==> config.mk <==
export PLATFORM = sky130hd
export DESIGN_NAME = mem_arbiter
export DESIGN_NICKNAME = d
export VERILOG_FILES = /design/src/rtl/mem_arbiter.sv
export SDC_FILE = /design/constraint.sdc
export NUM_CORES = 1
export LEC_CHECK = 0
export CAP_MARGIN = 20
export CORE_UTILIZATION = 39
export CTS_CLUSTER_SIZE = 24
export DETAILED_ROUTE_END_ITERATION = 8
export PLACE_DENSITY_LB_ADDON = 0.08
export SETUP_SLACK_MARGIN = 0.1
export SLEW_MARGIN = 0
export SYNTH_ARGS = -nofsm -noshare
export SYNTH_HDL_FRONTEND = slang
export SYNTH_SLANG_ARGS = --single-unit
==> constraint.sdc <==
create_clock -name clk -period 4.1 [get_ports clk]
set_input_delay 0.82 -clock clk [delete_from_list [all_inputs] [get_ports clk]]
set_output_delay 0.82 -clock clk [all_outputs]
set_load 0.02 [all_outputs]
==> src/rtl/mem_arbiter.sv <==
// mem_arbiter: single-port arbiter in front of the unified byte-addressed
// instruction/data memory. Fetch and load/store requests share the one
// memory port; each granted access takes one memory cycle and completes with
// a one-cycle ready pulse carrying registered read data.
//
// Ports
//   clk, rst          clock, asynchronous active-high reset
//   if_req/if_addr    fetch request (held until if_ready)
//   if_ready/if_instr fetch completion pulse and registered word
//   d_req/d_we/d_size/d_unsigned/d_addr/d_wdata  load/store request
//   d_ready/d_rdata/d_fault  data completion pulse, result, misalign flag
//   mem_*             memory port controls; mem_rdata is combinational
//   stall             pipeline stall while any request is outstanding
//
// Parameter DATA_PRIO: 1 = data wins simultaneous requests, 0 = fetch wins.
// Macro ARB_MISALIGN_TRAP_EN: when defined, misaligned half/word data
// requests complete with d_fault instead of issuing a memory cycle.
module mem_arbiter #(
    parameter bit DATA_PRIO = 1'b1
) (
    input  logic        clk,
    input  logic        rst,
    input  logic        if_req,
    input  logic [7:0]  if_addr,
    output logic        if_ready,
    output logic [31:0] if_instr,
    input  logic        d_req,
    input  logic        d_we,
    input  logic [1:0]  d_size,
    input  logic        d_unsigned,
    input  logic [7:0]  d_addr,
    input  logic [31:0] d_wdata,
    output logic        d_ready,
    output logic [31:0] d_rdata,
    output logic        d_fault,
    output logic        mem_read,
    output logic        mem_write,
    output logic        mem_by,
    output logic        mem_half,
    output logic        mem_unsign,
    output logic [7:0]  mem_addr,
    output logic [31:0] mem_wdata,
    input  logic [31:0] mem_rdata,
    output logic        stall
);

    typedef enum logic [1:0] {IDLE, DATA, FETCH, FAULT} state_t;

    state_t      state_q, state_d;
    logic        we_q, we_d;
    logic [1:0]  size_q, size_d;
    logic        uns_q, uns_d;
    logic [7:0]  daddr_q, daddr_d;
    logic [31:0] wdata_q, wdata_d;
    logic [7:0]  iaddr_q, iaddr_d;
    logic        if_ready_q, if_ready_d;
    logic [31:0] if_instr_q, if_instr_d;
    logic        d_ready_q, d_ready_d;
    logic [31:0] d_rdata_q, d_rdata_d;
    logic        d_fault_q, d_fault_d;

    logic d_elig, f_elig, misalign;

    // A requester whose ready pulse is high is still holding its (already
    // served) request this cycle, so it must not be granted again.
    assign d_elig = d_req & ~d_ready_q;
    assign f_elig = if_req & ~if_ready_q;

`ifdef ARB_MISALIGN_TRAP_EN
    assign misalign = ((d_size == 2'b01) && d_addr[0]) ||
                      (d_size[1] && (d_addr[1:0] != 2'b00));
`else
    assign misalign = 1'b0;
`endif

    always_comb begin
        state_d    = state_q;
        we_d       = we_q;
        size_d     = size_q;
        uns_d      = uns_q;
        daddr_d    = daddr_q;
        wdata_d    = wdata_q;
        iaddr_d    = iaddr_q;
        if_ready_d = 1'b0;
        if_instr_d = if_instr_q;
        d_ready_d  = 1'b0;
        d_rdata_d  = d_rdata_q;
        d_fault_d  = 1'b0;
        mem_read   = 1'b0;
        mem_write  = 1'b0;
        mem_by     = 1'b0;
        mem_half   = 1'b0;
        mem_unsign = 1'b0;
        mem_addr   = 8'h00;
        mem_wdata  = 32'h0;

        case (state_q)
            IDLE: begin
                if (d_elig && (DATA_PRIO || !f_elig)) begin
                    we_d    = d_we;
                    size_d  = d_size;
                    uns_d   = d_unsigned;
                    daddr_d = d_addr;
                    wdata_d = d_wdata;
                    state_d = misalign ? FAULT : DATA;
                end else if (f_elig) begin
                    iaddr_d = if_addr;
                    state_d = FETCH;
                end
            end
            DATA: begin
                mem_read   = ~we_q;
                mem_write  = we_q;
                mem_by     = (size_q == 2'b00);
                mem_half   = (size_q == 2'b01);
                mem_unsign = uns_q;
                mem_addr   = daddr_q;
                mem_wdata  = wdata_q;
                d_rdata_d  = we_q ? 32'h0 : mem_rdata;
                d_ready_d  = 1'b1;
                state_d    = IDLE;
            end
            FETCH: begin
                mem_read   = 1'b1;
                mem_addr   = iaddr_q;
                if_instr_d = mem_rdata;
                if_ready_d = 1'b1;
                state_d    = IDLE;
            end
            FAULT: begin
                d_ready_d = 1'b1;
`ifdef ARB_MISALIGN_TRAP_EN
                d_fault_d = 1'b1;
`endif
                d_rdata_d = 32'h0;
                state_d   = IDLE;
            end
            default: state_d = IDLE;
        endcase
    end

    always_ff @(posedge clk or posedge rst) begin
        if (rst) begin
            state_q    <= IDLE;
            we_q       <= 1'b0;
            size_q     <= 2'b00;
            uns_q      <= 1'b0;
            daddr_q    <= 8'h00;
            wdata_q    <= 32'h0;
            iaddr_q    <= 8'h00;
            if_ready_q <= 1'b0;
            if_instr_q <= 32'h0;
            d_ready_q  <= 1'b0;
            d_rdata_q  <= 32'h0;
            d_fault_q  <= 1'b0;
        end else begin
            state_q    <= state_d;
            we_q       <= we_d;
            size_q     <= size_d;
            uns_q      <= uns_d;
            daddr_q    <= daddr_d;
            wdata_q    <= wdata_d;
            iaddr_q    <= iaddr_d;
            if_ready_q <= if_ready_d;
            if_instr_q <= if_instr_d;
            d_ready_q  <= d_ready_d;
            d_rdata_q  <= d_rdata_d;
            d_fault_q  <= d_fault_d;
        end
    end

    assign if_ready = if_ready_q;
    assign if_instr = if_instr_q;
    assign d_ready  = d_ready_q;
    assign d_rdata  = d_rdata_q;
    assign d_fault  = d_fault_q;
    assign stall    = (d_req & ~d_ready_q) | (if_req & ~if_ready_q);

endmodule
==> results.md <==
- Clock Tree Buf Depth: 2
- Hold path endpoint: wdata_q[3]$_DFFE_PP0P_
- CTS tree: built
- Worst r2r src: state_q[0]$_DFFE_PP0P_
- CP Data Arrival Time: 2.63 ns
- Pleak: 3.43 nW
- DRC: 0
- DRT Wirelength: 11900 um
- Synth area leaders: dfrtp_1 59%, mux2_4 12%, mux2_2 10%
- Final Hold Fails: 0
- IO Pins: 201
- Clock sinks: 120
- Core area: about 13000 sq um
- Gr ovfl total: 0
- Area of the die: around 13000 sq um
- Final Non-Filler Cells: between 700 and 800
- F_max: slightly below 300 MHz
- Clk root buf: clkbuf_16
- Outcome: finished clean
- Endpoints failing setup: 0
- Max cap viols: 0
- Die W: approximately 120 um
- Fin crit share: between 80 and 90%
- Vias in the first global route: 3495
- Chip height: 116 um
- Sequential share of the synthesized area: 59.2%
- First-pass GRT wire length: 18600 um
- Setup crit start kind: flip-flop
- FP Rows: 41
- Buffers on Ports: 199
- CTS Hold Bufs: 0
- Clock Latency Late Sink: 0.41 ns
- Warnings, synthesis: 0
- Vias: 3472
- NumNets Final: between 600 and 700
- Initial Util: 40.1%
- Area growth syn-to-layout: 53.6%
- Netlist area before placement: 5070 sq um
- Hpwl dp: around 8000 um
- DR vias/cell: 4.81
- Share of layout cells above drive strength 1: 22.4%
- Gr usage total: 18.7%
- Critical path type: reg -> out
- Yosys reg bits: between 100 and 150
- Post-synth top area share: ~59%
- Slew @ Worst Pin: 0.886 ns
- Worst Hold Depth: 1
- RD Place Congestion: 0.729
- Reg2reg setup slack: between 1.5 and 2 ns
- Setup Buffers After CTS: 0
- CTS H-tree lvls: 4
- Post-Place Cells: 690
- Post-Syn Area per Cell: 15.2 sq um
- Routed len/inst: approximately 16 um
- Largest net degree at the start of global routing: 57
- Worst rel slew slack: between 40% and 50%
- Worst-path maximum fanout: 24
- Worst-path clk slew: ~0.050 ns
- Crit path required time: 3.28 ns
- Setup crit start: state_q[1]$_DFFE_PP0P_
- Synth Instances: 333
- Hold Crit Class: reg -> reg
- R2r worst-path depth: 5
- Final ANT Viol Nets: 0
- CTS Buf Count: 17
- R2r endpoint: size_q[0]$_DFFE_PP0P_
- Tmin final: 3.45 ns
- Yosys top cell by area: dfrtp_1
- 1st-pass router iterations: 4
- CTS resizes: 0
- Max-slew violations: 0
- Peak supply drop: 0.540 mV
- Detailed router's first-iteration violation count: 173
- Post-synth cell types: 26
- PwrDens: 886 nW/um^2
- Mapped Nets: 427
- Setup TNS: 0 ns
- # diodes: 0
- Clk_skew: 0.0103 ns
- Setup crit end kind: output pin
- HP Start: wdata_q[3]$_DFFE_PP0P_
- RSZ-0062 raised after global routing: no
- Initial antenna violation count: 0
- Final hold slack: 0.500 ns
-- through the flow --
stage | power, mW | cell area [sq um] | setup WS [ns] | utilization (%)
finish | 6.91 | 7800 | 0.648 | 61.5
global route | 7.29 | 7800 | 0.417 | 61.5
CTS | 6.99 | 7800 | 0.563 | 61.5
detailed placement | 5.38 | 7170 | 1.01 | 56.6
global placement | 5.33 | 7170 | 1.11 | 56.6
floorplan | 4.08 | 5080 | 1.81 | -
-- layer usage --
metal | vias to the layer above | routed length, um | GRT usage [%]
met1 | 1762 | 5340 | 24.9
met5 | - | 0 | 0
met4 | 0 | 152 | 7.69
met3 | 11 | 866 | 6.90
met2 | 117 | 5550 | 27.5
li1 | 1582 | - | -
-- registers in the layout, indices dropped and copies added, names as in the netlist --
signal / cells
uns_q: 1
if_ready: 1
d_ready: 1
state_q: 2
size_q: 2
iaddr_q: 8
d_rdata: 32
we_q: 1
if_instr: 32
wdata_q: 32
daddr_q: 8
-- worst max path at each step --
stage,endpoint
floorplan,d_rdata[0]$_DFFE_PP0P_
global placement,mem_write
detailed placement,mem_wdata[24]
CTS,mem_wdata[24]
global route,mem_wdata[27]
finish,mem_wdata[27]
-- cell usage after synthesis, drive strengths merged --
| library cell | count |
|---|---|
| nor2b | 10 |
| nand2b | 1 |
| and3b | 1 |
| conb | 1 |
| nor2 | 1 |
| and2b | 1 |
| nand3b | 1 |
| nor3b | 1 |
| buf | 14 |
| inv | 5 |
| ha | 6 |
| o211a | 1 |
| o21a | 1 |
| clkbuf | 7 |
| a22o | 32 |
| o21ai | 2 |
| mux2 | 84 |
| and2 | 34 |
| nand2 | 1 |
| a22oi | 8 |
| nand3 | 1 |
| dfrtp | 120 |
-- placed cells by master, fill, tap and decap left out, types with 2 or more instances in the layout --
cell type        instances
a22o_1                  32
a22oi_1                  8
and2_1                  34
buf_4                    6
bufinv_16                4
clkbuf_1                 4
clkbuf_16               17
clkbuf_8                 3
clkdlybuf4s50_1        199
clkinv_2                 3
clkinvlp_4               2
dfrtp_1                120
ha_1                     6
inv_1                    4
mux2_2                  45
mux2_4                  39
nor2b_1                  9
o21ai_0                  2
-- cell type report --
cell class	count	area, sq um
fill	1033	4870
inverter	5	22.5
clock buffer	24	482
multi-input combinational	187	1870
timing repair buffer	206	2060
sequential	120	3000
tap	172	215
clock inverter	8	143
-- critical path: stages (launching register included) --
cell and delay, ns:
dfrtp_1 0.43, inv_1 0.13, ha_1 0.57, buf_4 0.33, and2_1 0.16, clkdlybuf4s50_1 0.60
-- where the power goes --
group          leakage [nW]  switching, mW  internal, mW
registers              1.46          0.322          1.79
logic                  1.66           1.46          1.77
clock network         0.304          0.505          1.06
-- logic make-up (layout without fill, tap and decap cells) --
group	after synthesis	after routing	synth area share (%)
compound gates	44	44	7.25
other cells	1	1	0.0739
buf+inv	26	243	3.99
fa+ha+maj	6	6	1.48
simple gates	52	52	6.51
flops	120	120	59.2
mux	84	84	21.5
(Power assumes the default switching activity.)
